**config.mk**
```make
export PLATFORM = sky130hd
export DESIGN_NAME = cfg_bus_arb_flat
export DESIGN_NICKNAME = d
export VERILOG_FILES = /design/src/rtl/cfg_bus_arb_if.sv /design/src/rtl/cfg_bus_arb.sv /design/src/flat_wrapper.sv
export SDC_FILE = /design/constraint.sdc
export NUM_CORES = 1
export LEC_CHECK = 0
export BUFFER_PORTS_ARGS = -buffer_cell sky130_fd_sc_hd__buf_2
export CORE_MARGIN = 1
export CORE_UTILIZATION = 48
export CTS_BUF_LIST = sky130_fd_sc_hd__clkbuf_16
export DETAILED_ROUTE_END_ITERATION = 12
export PLACE_DENSITY = 0.76
export SETUP_SLACK_MARGIN = 0.2
export SYNTH_ARGS = -nofsm -noshare
export SYNTH_HDL_FRONTEND = slang
export SYNTH_SLANG_ARGS = --single-unit
export TNS_END_PERCENT = 5
```
**constraint.sdc**
```tcl
create_clock -name clk -period 1.8 [get_ports clk]
set_input_delay 0.09 -clock clk [delete_from_list [all_inputs] [get_ports clk]]
set_output_delay 0.09 -clock clk [all_outputs]
set_load 0.01 [all_outputs]
```
**src/rtl/cfg_bus_arb_if.sv**
```systemverilog
// rtl/cfg_bus_arb_if.sv - requester-side and downstream-side cfg-bus signals of cfg_bus_arb
interface cfg_bus_arb_if #(
  parameter int NUM_REQ = 2
);
  // requester side: packed per-requester slices, slice i = [32i+31:32i]
  logic [NUM_REQ*32-1:0] req_addr;
  logic [NUM_REQ*32-1:0] req_wdata;
  logic [NUM_REQ-1:0]    req_wr;
  logic [NUM_REQ-1:0]    req_rd;
  logic [NUM_REQ-1:0]    req_ack;
  logic [31:0]           req_rdata;

  // shared downstream slave
  logic [31:0]           ds_addr;
  logic [31:0]           ds_wdata;
  logic                  ds_wr;
  logic                  ds_rd;
  logic                  ds_ack;
  logic [31:0]           ds_rdata;

  // status
  logic [NUM_REQ-1:0]    ovf_err;
  logic [15:0]           timeout_cnt;

  // arbiter view
  modport slave (
    input  req_addr, req_wdata, req_wr, req_rd, ds_ack, ds_rdata,
    output req_ack, req_rdata, ds_addr, ds_wdata, ds_wr, ds_rd, ovf_err, timeout_cnt
  );

  // requesters plus downstream model view
  modport master (
    output req_addr, req_wdata, req_wr, req_rd, ds_ack, ds_rdata,
    input  req_ack, req_rdata, ds_addr, ds_wdata, ds_wr, ds_rd, ovf_err, timeout_cnt
  );
endinterface

```
**src/rtl/cfg_bus_arb.sv**
```systemverilog
// rtl/cfg_bus_arb.sv - round-robin arbiter sharing one cfg-bus slave among NUM_REQ requesters
module cfg_bus_arb #(
  parameter int NUM_REQ        = 2,
  parameter int TIMEOUT_CYCLES = 256
) (
  input  logic         clk,
  input  logic         sync_rst_n,
  input  logic         sh_cl_flr_assert,
  cfg_bus_arb_if.slave bus
);

  localparam int                PTR_W         = (NUM_REQ > 1) ? $clog2(NUM_REQ) : 1;
  localparam int                TCNT_W        = $clog2(TIMEOUT_CYCLES);
  localparam logic [TCNT_W-1:0] TCNT_LAST     = TCNT_W'(TIMEOUT_CYCLES - 1);
  localparam logic [31:0]       TIMEOUT_RDATA = 32'hdead_beef;

  typedef enum logic [1:0] {
    S_IDLE  = 2'd0,
    S_ISSUE = 2'd1,
    S_WAIT  = 2'd2
  } state_t;

  state_t             r_state;
  state_t             w_state_nxt;

  logic [NUM_REQ-1:0] r_pending;
  logic [31:0]        r_slot_addr  [NUM_REQ];
  logic [31:0]        r_slot_wdata [NUM_REQ];
  logic [NUM_REQ-1:0] r_slot_wr;

  logic [NUM_REQ-1:0] w_pulse;
  logic [NUM_REQ-1:0] w_grant_oh;
  logic [NUM_REQ-1:0] w_clr;
  logic [NUM_REQ-1:0] w_accept;
  logic [NUM_REQ-1:0] w_drop;

  logic [PTR_W-1:0]   r_rr;
  logic [PTR_W-1:0]   r_grant;
  logic [PTR_W-1:0]   w_pick;
  logic [PTR_W-1:0]   w_grant_next;
  logic               w_any_pend;
  logic               w_issue;
  logic               w_done;
  logic               w_tmo;

  logic [TCNT_W-1:0]  r_tcnt;
  logic               r_ds_wr;
  logic               r_ds_rd;
  logic [31:0]        r_ds_addr;
  logic [31:0]        r_ds_wdata;
  logic [NUM_REQ-1:0] r_req_ack;
  logic [31:0]        r_req_rdata;
  logic [NUM_REQ-1:0] r_ovf_err;
  logic [15:0]        r_timeout_cnt;

  // index base+off modulo NUM_REQ, valid for off < NUM_REQ
  function automatic logic [PTR_W-1:0] wrap_add(input logic [PTR_W-1:0] base, input int off);
    int sum;
    sum = {{(32-PTR_W){1'b0}}, base} + off;
    if (sum >= NUM_REQ) sum = sum - NUM_REQ;
    return PTR_W'(sum);
  endfunction

  assign w_pulse      = bus.req_wr | bus.req_rd;
  assign w_grant_oh   = NUM_REQ'(1) << r_grant;
  assign w_grant_next = wrap_add(r_grant, 1);
  assign w_clr        = w_done ? w_grant_oh : '0;
  assign w_accept     = w_pulse & (~r_pending | w_clr);
  assign w_drop       = w_pulse & r_pending & ~w_clr;
  assign w_issue      = (r_state == S_IDLE) && w_any_pend;

  // pick the pending slot closest to r_rr going upward with wrap; nearest one overwrites last
  always_comb begin
    w_any_pend = 1'b0;
    w_pick     = r_rr;
    for (int k = NUM_REQ - 1; k >= 0; k--) begin
      if (r_pending[wrap_add(r_rr, k)]) begin
        w_any_pend = 1'b1;
        w_pick     = wrap_add(r_rr, k);
      end
    end
  end

  // next state and completion decode; an ack beats a timeout in the same cycle
  always_comb begin
    w_state_nxt = r_state;
    w_done      = 1'b0;
    w_tmo       = 1'b0;
    case (r_state)
      S_IDLE: begin
        if (w_any_pend) w_state_nxt = S_ISSUE;
      end
      S_ISSUE: begin
        if (bus.ds_ack) begin
          w_done      = 1'b1;
          w_state_nxt = S_IDLE;
        end else begin
          w_state_nxt = S_WAIT;
        end
      end
      S_WAIT: begin
        if (bus.ds_ack) begin
          w_done      = 1'b1;
          w_state_nxt = S_IDLE;
        end else if (r_tcnt == TCNT_LAST) begin
          w_done      = 1'b1;
          w_tmo       = 1'b1;
          w_state_nxt = S_IDLE;
        end
      end
      default: w_state_nxt = S_IDLE;
    endcase
  end

  // state register; FLR returns to IDLE so a late downstream ack falls on the floor
  always_ff @(posedge clk or negedge sync_rst_n) begin
    if (!sync_rst_n) begin
      r_state <= S_IDLE;
    end else if (sh_cl_flr_assert) begin
      r_state <= S_IDLE;
    end else begin
      r_state <= w_state_nxt;
    end
  end

  // grant latch, one-cycle downstream strobe, wait counter and completion return
  always_ff @(posedge clk or negedge sync_rst_n) begin
    if (!sync_rst_n) begin
      r_grant     <= '0;
      r_rr        <= '0;
      r_tcnt      <= '0;
      r_ds_wr     <= 1'b0;
      r_ds_rd     <= 1'b0;
      r_ds_addr   <= '0;
      r_ds_wdata  <= '0;
      r_req_ack   <= '0;
      r_req_rdata <= '0;
    end else if (sh_cl_flr_assert) begin
      r_grant     <= '0;
      r_rr        <= '0;
      r_tcnt      <= '0;
      r_ds_wr     <= 1'b0;
      r_ds_rd     <= 1'b0;
      r_ds_addr   <= '0;
      r_ds_wdata  <= '0;
      r_req_ack   <= '0;
      r_req_rdata <= '0;
    end else begin
      r_ds_wr   <= 1'b0;
      r_ds_rd   <= 1'b0;
      r_req_ack <= '0;
      if (w_issue) begin
        r_grant    <= w_pick;
        r_ds_addr  <= r_slot_addr[w_pick];
        r_ds_wdata <= r_slot_wdata[w_pick];
        r_ds_wr    <= r_slot_wr[w_pick];
        r_ds_rd    <= !r_slot_wr[w_pick];
      end
      r_tcnt <= ((r_state == S_WAIT) && !w_done) ? r_tcnt + 1'b1 : '0;
      if (w_done) begin
        r_req_ack   <= w_grant_oh;
        r_req_rdata <= w_tmo ? TIMEOUT_RDATA : bus.ds_rdata;
        r_rr        <= w_grant_next;
      end
    end
  end

  // 1-deep pending slots: completion frees a slot and a pulse on that same edge refills it
  always_ff @(posedge clk or negedge sync_rst_n) begin
    if (!sync_rst_n) begin
      r_pending <= '0;
      r_slot_wr <= '0;
      for (int i = 0; i < NUM_REQ; i++) begin
        r_slot_addr[i]  <= '0;
        r_slot_wdata[i] <= '0;
      end
    end else if (sh_cl_flr_assert) begin
      r_pending <= '0;
    end else begin
      r_pending <= (r_pending & ~w_clr) | w_accept;
      for (int i = 0; i < NUM_REQ; i++) begin
        if (w_accept[i]) begin
          r_slot_addr[i]  <= bus.req_addr[32*i +: 32];
          r_slot_wdata[i] <= bus.req_wdata[32*i +: 32];
          r_slot_wr[i]    <= bus.req_wr[i];
        end
      end
    end
  end

  // sticky overflow flags and saturating timeout count keep their value across FLR
  always_ff @(posedge clk or negedge sync_rst_n) begin
    if (!sync_rst_n) begin
      r_ovf_err     <= '0;
      r_timeout_cnt <= '0;
    end else if (!sh_cl_flr_assert) begin
      r_ovf_err <= r_ovf_err | w_drop;
      if (w_tmo && (r_timeout_cnt != 16'hffff)) r_timeout_cnt <= r_timeout_cnt + 16'd1;
    end
  end

  assign bus.ds_addr     = r_ds_addr;
  assign bus.ds_wdata    = r_ds_wdata;
  assign bus.ds_wr       = r_ds_wr;
  assign bus.ds_rd       = r_ds_rd;
  assign bus.req_ack     = r_req_ack;
  assign bus.req_rdata   = r_req_rdata;
  assign bus.ovf_err     = r_ovf_err;
  assign bus.timeout_cnt = r_timeout_cnt;

endmodule

```
**src/flat_wrapper.sv**
```systemverilog
// flat-port wrapper written by rule: the top's interface ports become plain ports
module cfg_bus_arb_flat 
#(
  parameter int NUM_REQ        = 2,
  parameter int TIMEOUT_CYCLES = 256
)
  (clk, sync_rst_n, sh_cl_flr_assert, bus_req_addr, bus_req_wdata, bus_req_wr, bus_req_rd, bus_ds_ack, bus_ds_rdata, bus_req_ack, bus_req_rdata, bus_ds_addr, bus_ds_wdata, bus_ds_wr, bus_ds_rd, bus_ovf_err, bus_timeout_cnt);
  cfg_bus_arb_if #(.NUM_REQ(NUM_REQ)) bus_i ();
  input  logic clk;
  input  logic sync_rst_n;
  input  logic sh_cl_flr_assert;
  input wire logic [$bits(bus_i.req_addr)-1:0] bus_req_addr;
  input wire logic [$bits(bus_i.req_wdata)-1:0] bus_req_wdata;
  input wire logic [$bits(bus_i.req_wr)-1:0] bus_req_wr;
  input wire logic [$bits(bus_i.req_rd)-1:0] bus_req_rd;
  input wire logic [$bits(bus_i.ds_ack)-1:0] bus_ds_ack;
  input wire logic [$bits(bus_i.ds_rdata)-1:0] bus_ds_rdata;
  output wire logic [$bits(bus_i.req_ack)-1:0] bus_req_ack;
  output wire logic [$bits(bus_i.req_rdata)-1:0] bus_req_rdata;
  output wire logic [$bits(bus_i.ds_addr)-1:0] bus_ds_addr;
  output wire logic [$bits(bus_i.ds_wdata)-1:0] bus_ds_wdata;
  output wire logic [$bits(bus_i.ds_wr)-1:0] bus_ds_wr;
  output wire logic [$bits(bus_i.ds_rd)-1:0] bus_ds_rd;
  output wire logic [$bits(bus_i.ovf_err)-1:0] bus_ovf_err;
  output wire logic [$bits(bus_i.timeout_cnt)-1:0] bus_timeout_cnt;
  assign bus_i.req_addr = bus_req_addr;
  assign bus_i.req_wdata = bus_req_wdata;
  assign bus_i.req_wr = bus_req_wr;
  assign bus_i.req_rd = bus_req_rd;
  assign bus_i.ds_ack = bus_ds_ack;
  assign bus_i.ds_rdata = bus_ds_rdata;
  assign bus_req_ack = bus_i.req_ack;
  assign bus_req_rdata = bus_i.req_rdata;
  assign bus_ds_addr = bus_i.ds_addr;
  assign bus_ds_wdata = bus_i.ds_wdata;
  assign bus_ds_wr = bus_i.ds_wr;
  assign bus_ds_rd = bus_i.ds_rd;
  assign bus_ovf_err = bus_i.ovf_err;
  assign bus_timeout_cnt = bus_i.timeout_cnt;
  cfg_bus_arb #(.NUM_REQ(NUM_REQ), .TIMEOUT_CYCLES(TIMEOUT_CYCLES)) u_core (.clk(clk), .sync_rst_n(sync_rst_n), .sh_cl_flr_assert(sh_cl_flr_assert), .bus(bus_i));
endmodule
```
==> flow_summary.toml <==
[worst_setup_path]
timing.critical_path.depth = 9
start_kind = "flop"
critical_path_buf_inv_count = 4
timing_worst_setup_path_type = "flop to flop"
cp_data_arrival_time_ns = 2.45
critical_path_required_ns = 2.21
worstRegToRegCells = 9
cp_max_fo = 11
critPathMaxStageDelay_ns = 0.43
worstPathCellList = "inv_2 -> ha_4 -> o21ai_4 -> o211ai_1 -> nand3b_1 -> buf_6 -> buf_12 -> buf_12 -> mux2_4"
critical-path-slowest-cell = "sky130_fd_sc_hd__dfrtp_1"
worst_path_most_repeated_cell = "sky130_fd_sc_hd__buf_12"
worstSetupEndpointType = "flop"
cp_top_family = "buffers and inverters"

[detailed_routing]
finalWirelength_mm = 33.5
drtIter0Drc = 566
first_pass_iters = 5
drt_drc_violations_left = 0
drtAntennaViolNets = 0
routed-via-count = 9251
vias_per_cell = 5.46
wl_per_cell_microns = 19.7

[timing]
fmax_mhz = 490
pins_over_their_slew_limit = 0
totalNegativeSetupSlack_ns = -26.77
worst_slew_margin_rel = 0.224
hold_violations = 0
timing_worst_slew_pin_value_ns = 1.16
timing.final.crit_period_ns = 2.04
final_critical_path_setup_slack_ns = -0.242
grt_setup_unrepaired = "true"
fin_crit_sh = 1.13
fin_worst_skew_ns = 0.0132
setup_violations = 162

[yosys]
cell_area_after_synthesis_sq_mm = 0.0111
yosysSeqAreaShare = 0.592
synth-xor-area-share = 0.0150
yosysMostFrequentCell = "sky130_fd_sc_hd__dfrtp_1"
postSynthRegisterBits = 262
syn_avg_cell_area_sq_um = 12.7
multiplexer_fraction_of_the_synthesized_cell_area = 0.191
synth_largest_area_cell = "sky130_fd_sc_hd__dfrtp_1"
post_synth_most_frequent_cells = "sky130_fd_sc_hd__dfrtp_1 (262), sky130_fd_sc_hd__mux2_2 (130), sky130_fd_sc_hd__nor2_1 (106)"
postSynthNetCount = 1044
dominant_combinational_cell_family_by_area_after_synthesis = "multiplexers"
netlist-cell-type-count = 42
synth_area_in_simple_gates = 0.0713
synth-adder-area-share = 0.00677
synth_top_flop_cell = "sky130_fd_sc_hd__dfrtp_1"
synth_top_area_frac = 0.592
synth.area.top_cells = "sky130_fd_sc_hd__dfrtp_1 (59%), sky130_fd_sc_hd__mux2_2 (13%), sky130_fd_sc_hd__mux2i_1 (5.9%)"
synth-async-reset-ratio = 1.00
synth.yosys.warnings = 0
synth-edff-count = 0
postSynthCellCount = 870
synth-compound-area-share = 0.0942

[floorplanning]
initial_core_util = 0.490
num_rows = 55
core_sq_mm = 0.0226
die_w_microns = 154
dieArea_sq_mm = 0.0237
chipHeight_microns = 154
io-pin-count = 286

[finish]
finish.net_count = 1565
final_layout_size_suffix_gt1_frac = 0.444
fin_area_sq_mm = 0.0168
fill_cells = 1376
area.growth.synth_to_final_pct = 51.6

[placed_design]
post_dp_cell_area_sq_mm = 0.0135
place_hpwl_mm = 18.4
port_buffers = 285
gp_congestion = 0.815
placement.setup.worst_slack_ns = -0.249

[global_route]
overflow = 0
grt_max_degree = 75
gr-usage-all-layers = 0.274
antenna_found_initial = 1
grt_first_pass_wirelength_mm = 51.5
grt_pass1_vias = 9863

[run]
max_cap_violations = 0

[clock_tree]
cts_inserted_buffers = 28
cts_clock_pin_slew_for_the_worst_setup_and_hold_paths_ns = 0.07
clock_tree.htree_level_count = 1
insertion_delay_ns = 0.54
cts_max_path_buffers = 3
cts_tree = "built"
number_of_sinks_driven_by_the_clock_tree = 262
cts_root_buffer = "sky130_fd_sc_hd__clkbuf_16"

[power_and_ir_drop]
cellPowerDensity_mw_per_mm2 = 1140
vdd.ir_drop.worst_v = 0.000992
power.leakage_nw = 8.05

[run_status]
violated_checks = "negative setup slack"
outcome = "finished with violations"

[worst_hold_path]
hold_path.class = "input port to async pin"
cells in the final DEF (no fill, tap or decap), drive strengths merged, types with 9 or more instances in the layout:
cell type / Yosys / routed
nor2: 106 / 106
xnor2: 14 / 14
clkbuf: 32 / 33
dlygate4sd3: 0 / 168
clkinv: 0 / 13
o21ai: 39 / 39
mux2i: 65 / 65
mux2: 130 / 130
a21oi: 28 / 28
nand2: 13 / 13
buf: 23 / 374
dfrtp: 262 / 262
a211oi: 64 / 64
nand4: 11 / 11
nand3: 9 / 9
layout make-up:
| type | count | area [sq um] | share of cell area |
|---|---|---|---|
| tap | 285 | 357 | 0.0212 |
| clock inverter | 19 | 161 | 0.00960 |
| inverter | 5 | 18.8 | 0.00112 |
| antenna | 1 | 2.50 | 0.000149 |
| timing repair buffer | 546 | 4220 | 0.251 |
| sequential | 262 | 6560 | 0.390 |
| clock buffer | 29 | 726 | 0.0432 |
| multi-input combinational | 548 | 4760 | 0.283 |
final timing paths:
check	startpoint	to	slack (ns)
min in group clk	bus_req_wdata[40]	u_core.r_slot_wdata[8]$_DFFE_PN0P_	0.32
worst min-delay path	sync_rst_n	u_core.bus.timeout_cnt[10]$_DFFE_PN0P_	0.05
worst max-delay path	u_core.r_state[1]$_DFFE_PN0P_	u_core.r_slot_wdata[52]$_DFFE_PN0P_	-0.24
worst min register to register	u_core.bus.ovf_err[1]$_DFFE_PN0N_	u_core.bus.ovf_err[1]$_DFFE_PN0N_	0.48
worst max register to register	u_core.r_state[1]$_DFFE_PN0P_	u_core.r_slot_wdata[52]$_DFFE_PN0P_	-0.24
max in group asynchronous	sync_rst_n	u_core.bus.req_rdata[20]$_DFFE_PN0P_	0.99
metal layers:
| metal | track usage | wire (microns) | vias to the layer above | share of wire |
|---|---|---|---|---|
| met5 | 0 | 0 | - | 0 |
| met4 | 0.118 | 1500 | 0 | 0.045 |
| met3 | 0.0468 | 1700 | 117 | 0.051 |
| met2 | 0.487 | 17300 | 378 | 0.52 |
| met1 | 0.328 | 13000 | 4571 | 0.39 |
| li1 | - | - | 4185 | - |
state kept, by name, indices dropped and copies added, names as in the netlist:
register                flops
u_core.r_slot_addr         64
u_core.r_slot_wdata        64
u_core.bus.ds_addr         32
u_core.bus.ds_wdata        32
u_core.bus.req_rdata       32
u_core.bus.timeout_cnt     16
u_core.r_tcnt               8
u_core.bus.ovf_err          2
u_core.bus.req_ack          2
u_core.r_pending            2
u_core.r_slot_wr            2
u_core.r_state              2
u_core.bus.ds_rd            1
u_core.bus.ds_wr            1
u_core.r_grant              1
u_core.r_rr                 1
stage by stage:
step                hold slack (ns)  power (W)  std cells   util
floorplan                    -0.206     0.0106        870      -
global placement             0.0336     0.0121       1464  0.595
detailed placement           0.0302     0.0123       1464  0.595
CTS                          0.0591     0.0186       1687  0.727
global route                 0.0773     0.0199       1695  0.742
finish                       0.0494     0.0191       1695  0.742
power breakdown:
group | internal [W] | total, W | switching (W)
clock network | 0.00331 | 0.00565 | 0.00234
registers | 0.00736 | 0.00828 | 0.000917
logic | 0.00281 | 0.00514 | 0.00233
cells by family after synthesis:
logic type,Yosys count
buffers and inverters,60
AO/OA/AOI/OAI,159
XOR/XNOR,19
flip-flops,262
AND/OR/NAND/NOR,169
adder cells (fa/ha/maj),6
multiplexers,195
what timing repair did:
action / in CTS / in global routing
pin swaps: 68 / 27
gates cloned: 0 / 4
resized for setup: 112 / 51
setup endpoints to repair: 260 / 262
endpoints found under the hold margin: 431 / 0
setup buffers: 7 / 3
hold buffers: 168 / 0
(Power assumes the default switching activity.)
